--- src/rtl/bus_ctrl_pkg.sv ---
// Shared definitions for the bus controller: FSM states, byte-lane enables,
// default I/O window base and the byte extension helper.
package bus_ctrl_pkg;

  typedef enum logic [1:0] {
    StIdle,
    StRamAcc,
    StIoAcc,
    StResp
  } bus_state_e;

  // RAM byte enables, bit 1 is the high (even-address) byte.
  localparam logic [1:0] BeWord = 2'b11;
  localparam logic [1:0] BeHi   = 2'b10;
  localparam logic [1:0] BeLo   = 2'b01;

  localparam logic [15:0] IoBaseDefault = 16'hFF80;

  // Zero- or sign-extend a byte to a 16-bit word.
  function automatic logic [15:0] extend_byte(input logic [7:0] b, input logic sext);
    return {(sext ? {8{b[7]}} : 8'h00), b};
  endfunction

endpackage

--- src/rtl/bus_ctrl_byte_lane.sv ---
// Big-endian lane steering: places write bytes on the right RAM lane and
// extracts/extends read bytes for both the RAM and I/O read paths.
module bus_ctrl_byte_lane
  import bus_ctrl_pkg::*;
(
  input  logic        i_byte,
  input  logic        i_lo,
  input  logic        i_sext,
  input  logic [15:0] i_wdata,
  input  logic [15:0] i_rword,
  output logic [1:0]  o_be,
  output logic [15:0] o_wdata,
  output logic [15:0] o_rdata
);

  // Select lane from access size and address parity.
  always_comb begin
    o_be    = BeWord;
    o_wdata = i_wdata;
    o_rdata = i_rword;
    if (i_byte) begin
      if (i_lo) begin
        o_be    = BeLo;
        o_wdata = {8'h00, i_wdata[7:0]};
        o_rdata = extend_byte(i_rword[7:0], i_sext);
      end else begin
        o_be    = BeHi;
        o_wdata = {i_wdata[7:0], 8'h00};
        o_rdata = extend_byte(i_rword[15:8], i_sext);
      end
    end
  end

endmodule

--- src/rtl/bus_ctrl.sv ---
// Registered CPU bus controller: decodes one request at a time to word RAM or
// a byte-wide I/O slot, inserts RAM wait states, times out silent devices and
// returns a one-cycle ready/error response.
module bus_ctrl
  import bus_ctrl_pkg::*;
#(
  parameter logic [15:0] IO_BASE       = IoBaseDefault,
  parameter int unsigned NUM_DEV       = 4,
  parameter int unsigned DEV_SPAN_BITS = 3,
  parameter int unsigned RAM_WAIT      = 1,
  parameter int unsigned IO_TIMEOUT    = 15
) (
  input  logic                   clk,
  input  logic                   reset,
  input  logic                   cpu_req,
  input  logic                   cpu_we,
  input  logic                   cpu_be,
  input  logic                   cpu_sext,
  input  logic [15:0]            cpu_addr,
  input  logic [15:0]            cpu_wdata,
  output logic [15:0]            cpu_rdata,
  output logic                   cpu_ready,
  output logic                   cpu_err,
  output logic [14:0]            ram_addr,
  output logic [15:0]            ram_wdata,
  input  logic [15:0]            ram_rdata,
  output logic [1:0]             ram_be,
  output logic                   ram_we,
  output logic                   ram_re,
  output logic [NUM_DEV-1:0]     io_sel,
  output logic [DEV_SPAN_BITS-1:0] io_addr,
  output logic [7:0]             io_wdata,
  output logic                   io_we,
  output logic                   io_re,
  input  logic [8*NUM_DEV-1:0]   io_rdata,
  input  logic [NUM_DEV-1:0]     io_ack
);

  localparam int unsigned CntMax = (IO_TIMEOUT > RAM_WAIT) ? IO_TIMEOUT : RAM_WAIT;
  localparam int unsigned CntW   = $clog2(CntMax + 2);
  localparam int unsigned IdxW   = (NUM_DEV > 1) ? $clog2(NUM_DEV) : 1;

  bus_state_e      r_state, w_state_d;
  logic [15:0]     r_addr;
  logic [15:0]     r_wdata;
  logic            r_we;
  logic            r_be;
  logic            r_sext;
  logic            r_err;
  logic [IdxW-1:0] r_idx;
  logic [CntW-1:0] r_cnt;
  logic [15:0]     r_rdata;

  logic [15:0]     w_idx_full;
  logic            w_dec_err;
  logic            w_io_ack;
  logic [7:0]      w_io_byte;
  logic            w_ram_last;
  logic            w_io_timeout;
  logic            w_in_io;
  logic [1:0]      w_lane_be;
  logic [15:0]     w_lane_wdata;
  logic [15:0]     w_lane_rdata;

  assign w_idx_full   = (cpu_addr - IO_BASE) >> DEV_SPAN_BITS;
  // Misaligned word, or I/O window address beyond the last populated slot.
  assign w_dec_err    = (!cpu_be && cpu_addr[0]) ||
                        ((cpu_addr >= IO_BASE) && (w_idx_full >= 16'(NUM_DEV)));
  assign w_io_ack     = io_ack[r_idx];
  assign w_io_byte    = io_rdata[{r_idx, 3'b000} +: 8];
  assign w_ram_last   = (r_cnt == CntW'(RAM_WAIT));
  assign w_io_timeout = (r_cnt == CntW'(IO_TIMEOUT));
  assign w_in_io      = (r_state == StIoAcc);

  // I/O is always byte-wide, so its read path goes through the low lane.
  bus_ctrl_byte_lane u_byte_lane (
    .i_byte  (r_be | w_in_io),
    .i_lo    (r_addr[0] | w_in_io),
    .i_sext  (r_sext),
    .i_wdata (r_wdata),
    .i_rword (w_in_io ? {8'h00, w_io_byte} : ram_rdata),
    .o_be    (w_lane_be),
    .o_wdata (w_lane_wdata),
    .o_rdata (w_lane_rdata)
  );

  // Next-state decode.
  always_comb begin
    w_state_d = r_state;
    unique case (r_state)
      StIdle: begin
        if (cpu_req) begin
          if (w_dec_err)               w_state_d = StResp;
          else if (cpu_addr < IO_BASE) w_state_d = StRamAcc;
          else                         w_state_d = StIoAcc;
        end
      end
      StRamAcc: if (w_ram_last) w_state_d = StResp;
      StIoAcc:  if (w_io_ack || w_io_timeout) w_state_d = StResp;
      StResp:   w_state_d = StIdle;
      default:  w_state_d = StIdle;
    endcase
  end

  // State register, request latch, access counter and response capture.
  always_ff @(posedge clk) begin
    if (reset) begin
      r_state <= StIdle;
      r_addr  <= '0;
      r_wdata <= '0;
      r_we    <= 1'b0;
      r_be    <= 1'b0;
      r_sext  <= 1'b0;
      r_err   <= 1'b0;
      r_idx   <= '0;
      r_cnt   <= '0;
      r_rdata <= '0;
    end else begin
      r_state <= w_state_d;
      unique case (r_state)
        StIdle: begin
          r_cnt <= '0;
          if (cpu_req) begin
            r_addr  <= cpu_addr;
            r_wdata <= cpu_wdata;
            r_we    <= cpu_we;
            r_be    <= cpu_be;
            r_sext  <= cpu_sext;
            r_idx   <= w_idx_full[IdxW-1:0];
            r_err   <= w_dec_err;
            r_rdata <= '0;
          end
        end
        StRamAcc: begin
          r_cnt <= r_cnt + 1'b1;
          if (w_ram_last && !r_we) r_rdata <= w_lane_rdata;
        end
        StIoAcc: begin
          r_cnt <= r_cnt + 1'b1;
          if (w_io_ack) begin
            if (!r_we) r_rdata <= w_lane_rdata;
          end else if (w_io_timeout) begin
            r_err <= 1'b1;
          end
        end
        StResp:  r_cnt <= '0;
        default: r_cnt <= '0;
      endcase
    end
  end

  // Outputs are decoded from registered state only.
  assign cpu_ready = (r_state == StResp);
  assign cpu_err   = cpu_ready & r_err;
  assign cpu_rdata = cpu_ready ? r_rdata : 16'h0000;

  assign ram_addr  = r_addr[15:1];
  assign ram_be    = (r_state == StRamAcc) ? w_lane_be : 2'b00;
  assign ram_wdata = (r_state == StRamAcc) ? w_lane_wdata : 16'h0000;
  assign ram_we    = (r_state == StRamAcc) && r_we && (r_cnt == '0);
  assign ram_re    = (r_state == StRamAcc) && !r_we;

  assign io_sel    = w_in_io ? (NUM_DEV'(1) << r_idx) : '0;
  assign io_addr   = w_in_io ? r_addr[DEV_SPAN_BITS-1:0] : '0;
  assign io_wdata  = w_in_io ? r_wdata[7:0] : 8'h00;
  assign io_we     = w_in_io && r_we;
  assign io_re     = w_in_io && !r_we;

endmodule

--- config.mk ---
export PLATFORM = sky130hd
export DESIGN_NAME = bus_ctrl
export DESIGN_NICKNAME = d
export VERILOG_FILES = /design/src/rtl/bus_ctrl_pkg.sv /design/src/rtl/bus_ctrl_byte_lane.sv /design/src/rtl/bus_ctrl.sv
export SDC_FILE = /design/constraint.sdc
export NUM_CORES = 1
export LEC_CHECK = 0
export ABC_AREA = 1
export BUFFER_PORTS_ARGS = -buffer_cell sky130_fd_sc_hd__clkbuf_2
export CAP_MARGIN = 20
export CORE_UTILIZATION = 49
export DETAILED_ROUTE_END_ITERATION = 8
export MAX_ROUTING_LAYER = met4
export PLACE_DENSITY = 0.81
export SYNTH_ARGS = -nofsm -noshare
export SYNTH_HDL_FRONTEND = slang
export SYNTH_HIERARCHICAL = 1
export SYNTH_SLANG_ARGS = --single-unit
--- constraint.sdc ---
create_clock -name clk -period 2.49 [get_ports clk]
set_input_delay 0.249 -clock clk [delete_from_list [all_inputs] [get_ports clk]]
set_output_delay 0.249 -clock clk [all_outputs]
set_load 0.01 [all_outputs]
==> Yosys cells after proc, flatten, opt, wreduce, memory -nomap -nowiden <==
Cells that the tools add are included.
{ "totals": {"reg_bits": 61, "input_bits": 90} }
{ "op_classes": {"n_addsub": 2, "magnitude_cmp": 4, "eq_ne": 13, "n_shift": 2, "muxes": 33, "bitwise": 3, "n_reduce_logical": 22} }
{ "ops": {"columns": ["op", "n"], "rows": [
  ["2-to-1 mux 16 bit", 11],
  ["one-hot mux 16 bit (3 select lines)", 1],
  ["indexed part select 32 x 6 -> 8 bit", 1],
  ["2-to-1 mux 8 bit", 3],
  ["greater-or-equal comparator 16 bit, second input constant", 1],
  ["less-than comparator 16 bit, second input constant", 1],
  ["2-to-1 mux 2 bit", 8],
  ["subtractor 16 bit, second input constant", 1],
  ["!= test 2 bit, second input constant", 7],
  ["greater-or-equal comparator 13 x 3 -> 1 bit, second input constant", 1],
  ["one-hot mux 5 bit (2 select lines)", 1],
  ["logical AND 1 bit", 8],
  ["one-hot mux 2 bit (4 select lines)", 1],
  ["adder 5 x 1 -> 5 bit, second input constant", 1],
  ["equality test 5 x 1 -> 1 bit, second input constant", 1],
  ["equality test 5 x 4 -> 1 bit, second input constant", 1],
  ["zero test 5 bit", 1],
  ["AND reduction 5 bit", 1],
  ["equality test 2 bit, second input constant", 2],
  ["2-to-1 mux 1 bit", 4],
  ["2-to-1 mux 4 bit", 1],
  ["AND reduction 4 bit", 1],
  ["OR reduction 2 bit", 2],
  ["<< shifter 1 x 2 -> 4 bit, first input constant", 1],
  ["other kinds (15)", 18]
]} }

==> Logic depth before layout (Yosys ltp) <==
{ "depth": {"ltp_word": 8, "depth_mapped": 13, "depth_no_buf": 13} }

==> Modules after synthesis <==
Netlist, hierarchy kept.
{ "by_module_without_submodules": {"columns": ["mod", "n_inst", "cells_per_inst", "area_each_um2"], "rows": [
  ["bus_ctrl", 1, 557, 3668.5],
  ["bus_ctrl_byte_lane", 1, 83, 356.6]
]} }

==> Least setup slack after synthesis <==
OpenSTA, ideal clock, no wires.
{ "synth_path": {"path_kind": "flip-flop to output port", "from": "reg r_state[0]", "to": "out ram_wdata[11]", "arrival_ns": 1.881, "t_required_ns": 2.241, "slack_ns": 0.360, "stages_incl_launch_ff": 12, "path_cell_list": "dfxtp_1 inv_1 ha_1 clkbuf_1 clkbuf_1 or2_2 inv_2 buf_2 nand2_1 o21ai_0 nand2_1 inv_1"} }
{ "synth_via": {"elab_chain_len": 5, "elab_cells_between_ends": 7, "classes_between": "eq/ne (2); mux (3); bitwise (2)"} }
{ "synth_lines": {"columns": ["element", "line_no", "rtl"], "rows": [
  ["from (decl)", "bus_ctrl.sv:43", "bus_state_e r_state, w_state_d;"],
  ["from (signal assigned)", "bus_ctrl.sv:108", "r_state <= StIdle;"],
  ["from (signal assigned)", "bus_ctrl.sv:119", "r_state <= w_state_d;"],
  ["equality test 2 bit *", "bus_ctrl.sv:73", "assign w_in_io = (r_state == StIoAcc);"],
  ["OR 1 bit", "bus_ctrl.sv:78", ".i_lo (r_addr[0] | w_in_io),"],
  ["2-to-1 mux 16 bit", "bus_ctrl_byte_lane.sv:22", "if (i_lo) begin"],
  ["2-to-1 mux 16 bit *", "bus_ctrl_byte_lane.sv:21", "if (i_byte) begin"],
  ["named net w_lane_wdata[11]", "bus_ctrl.sv:62", "logic [15:0] w_lane_wdata;"],
  ["2-to-1 mux 16 bit *", "bus_ctrl.sv:159", "assign ram_wdata = (r_state == StRamAcc) ? w_lane_wdata : 16'h0000;"],
  ["to (decl)", "bus_ctrl.sv:25", "output logic [15:0] ram_wdata,"]
]} }
The timed path passes the listed nets; every way through them passes the cells marked *.

==> Final worst setup path <==
{ "layout_path": {"from": "reg r_state[0]", "to": "out ram_wdata[9]"} }
The elaborated chain is that of the path after synthesis.

==> results_dict.tcl <==
set metrics [dict create \
    pre_cts_slack_ns 0.309 \
    ys.flop_type "dfxtp_1" \
    grt_overflow 0 \
    setup_viol 0 \
    die_area_um2 8580 \
    groute.usage.overall_pct 26.6 \
    drive_gt1_share_pct 29.8 \
    grt_pass1_wl_mm 17.8 \
    drcViolationCount 0 \
    fin_nets 874 \
    p_sw_share_pct 45.7 \
    yosysTopAreaCell "dfxtp_1" \
    cts_max_path_buffers 2 \
    rsz0062_at_grt "false" \
    rr_startpoint "r_addr[3]" \
    min_to "r_wdata[1]" \
    antenna_found_initial 0 \
    cts.sinks 59 \
    worstSetupEndpointType "output port" \
    setup_ws_ns 0.145 \
    tns_ns 0 \
    place.gp.congestion 0.903 \
    drt_iter0_drc 175 \
    io_buffers 159 \
    dr.pass1.iters 4 \
    ys_seq_elements 59 \
    wl_per_cell_um 12.4 \
    min_path_cells 3 \
    synth-seq-area-share_pct 29.3 \
    path_class "reg -> out" \
    cp.arrival_ns 2.10 \
    numCtsBuffers 9 \
    dieWidth_um 92.6 \
    coreArea_um2 7850 \
    cts_tree "done" \
    multiInputGateArea_um2 2130 \
    synth.cell_area_um2 4030 \
    r2r_slack_ns 0.32 \
    r2r-end "r_rdata[11]" \
    fin_area_um2 4930 \
    synthesis.instances 640 \
    r2r_cells 10 \
    netSwitchingPower_w 0.00220 \
    synth_top_cells_by_count "nand2_1 (168), inv_1 (108), nor2_1 (97)" \
    combPwrFrac_pct 54.5 \
    wirelength_mm 10.9 \
    start_util_pct 51.3 \
    place_area_um2 4740 \
    synth_top_cell_area_share_pct 29.3 \
    synth-async-reset-ratio_pct 0 \
    crit_chain "inv_1, ha_1, or2_2, inv_2, buf_6, nand2_1, o21ai_1, nand2_1, inv_1, clkbuf_2" \
    startpoint_type "flop" \
    vias 4347 \
    ir_worst_vdd_uv 527 \
    dp_hpwl_mm 8.31 \
    hp-class "in -> reg" \
    crit_path_max_fanout 16 \
    p_seq_share_pct 29.2 \
    synthTopCellsByArea "dfxtp_1 (29%), nand2_1 (16%), inv_1 (10%)" \
    internal_power_w 0.00262 \
    cap_violations 0 \
    crit_family "buffers and inverters" \
    postCtsHoldBufs 0 \
    via_per_inst 4.93 \
    cp.depth 10 \
    path_clk_slew_ns 0.06 \
    crit_slowest_cell "dfxtp_1" \
    min_from "cpu_wdata[1]" \
    min_period_over_period_pct 94.2 \
    yosysMostFrequentCell "nand2_1" \
    period_minus_slack_ns 2.34 \
    areaGrowthSynthToFinish_pct 22.4 \
    status "finished, final reports clean" \
    power_frac_clock_pct 16.3 \
    max_freq_mhz 426 \
    cp_num_buf_inv 5 \
    seq_area_um2 1180 \
    clock_latency_ns 0.34 \
    power.density_cell_area_nw_per_um2 979 \
    fillers 790 \
    finalHoldViolCount 0 \
    max_slew.worst_pin.slew_ns 0.708 \
    total_power_w 0.00482 \
    syn-num-nets 740 \
    ant_nets 0 \
    die_h_um 92.6 \
    h-tree-depth 3 \
    p_leak_nw 2.90 \
    rows 32 \
    holdWs_ns 0.148 \
    cp_data_required_time_ns 2.24 \
    pin_count 160 \
    synth_enable_flop_cells 0 \
    syn_avg_cell_area_um2 6.29 \
    maxSlewHeadroom_pct 52.7 \
    ys.warnings.count 6 \
    grt_max_degree 44 \
    fin_worst_skew_ns 0.0103 \
    grt_pass1_vias 4134 \
    slew_violations 0 \
    critPathMaxStageDelay_ns 0.36 \
    cts_root_buffer "clkbuf_8" \
    n_antenna_cell 0 \
    synth.distinct_cells 36 \
]
==> metal layers <==
layer,up-vias,part of all wire [%],GRT usage [%]
met5,-,0,-
li1,2208,-,-
met1,1927,42,29.0
met2,185,47,46.0
met3,27,8.2,4.93
met4,0,2.9,13.8
==> repair_timing <==
action / 4_1_cts / 5_1_grt
pin swaps: 1 / 0
endpoints found under the setup margin: 7 / 6
buffers inserted: 1 / 0
gates resized for setup: 0 / 5
==> metrics by stage <==
stage | utilization, % | std cells
final | 62.8 | 881
after global routing | 62.8 | 881
after CTS | 62.7 | 881
after detailed placement | 60.4 | 864
after global placement | 60.4 | 864
after floorplan | - | 640
==> placed cells by master (no fill, tap or decap), drive strengths merged <==
cell      n
clkbuf  173
ha       10
o21ai    46
nor3      3
xor2      1
nor2    100
a41oi     3
or2       2
nand3    16
a21oi    31
dfxtp    59
a31oi     4
inv     115
nand4     3
clkinv    4
nand2   169
o21bai    1
buf      10
a22oi    11
xnor2     1
nor3b    17
==> worst max-delay path by stage <==
stage | start | to | slack (ns)
detailed placement | r_state[0] | ram_wdata[9] | 0.31
global route | r_state[0] | ram_wdata[15] | 0.0008
global placement | r_addr[3] | r_rdata[15] | 0.35
finish | r_state[0] | ram_wdata[9] | 0.15
floorplan | r_state[0] | ram_wdata[11] | 0.36
CTS | r_state[0] | ram_wdata[9] | 0.11
==> sequential cells by signal, summed over array words and instances, names as in the netlist <==
signal	cells
r_we	1
r_err	1
r_addr	16
r_be	1
r_state	2
r_sext	1
r_cnt	5
r_wdata	16
r_rdata	16
==> cell type report <==
cell class                 count  share of cell area [%]
multi-input combinational    418                    43.2
sequential                    59                    24.0
timing repair buffer         169                    17.8
inverter                     117                    8.99
clock buffer                  14                    3.30
tap                          102                    2.59
clock inverter                 2                   0.203
==> power by group through the flow <==
stage          Sequential [W]  Combinational, W  Clock (W)
4_1_cts               0.00141           0.00263   0.000797
3_3_place_gp          0.00141           0.00252          0
2_1_floorplan         0.00137           0.00214          0
5_1_grt               0.00144           0.00295   0.000825
6_report              0.00141           0.00263   0.000785
3_5_place_dp          0.00143           0.00260          0
==> cell families (layout without fill, tap and decap cells) <==
| kind of cell | after synthesis | in the layout | synth area share (%) |
|---|---|---|---|
| XOR/XNOR | 2 | 2 | 0.435 |
| flip-flops | 59 | 59 | 29.3 |
| AND/OR/NAND/NOR | 310 | 310 | 34.6 |
| AO/OA/AOI/OAI | 96 | 96 | 14.8 |
| buffers and inverters | 163 | 302 | 17.8 |
| adder cells (fa/ha/maj) | 10 | 10 | 3.11 |
==> worst min-delay path: stages <==
cell and delay (ns):
clkbuf_2 0.08, o21ai_1 0.06, nor2_1 0.07
Note: power is estimated with default switching activity, not from simulation.
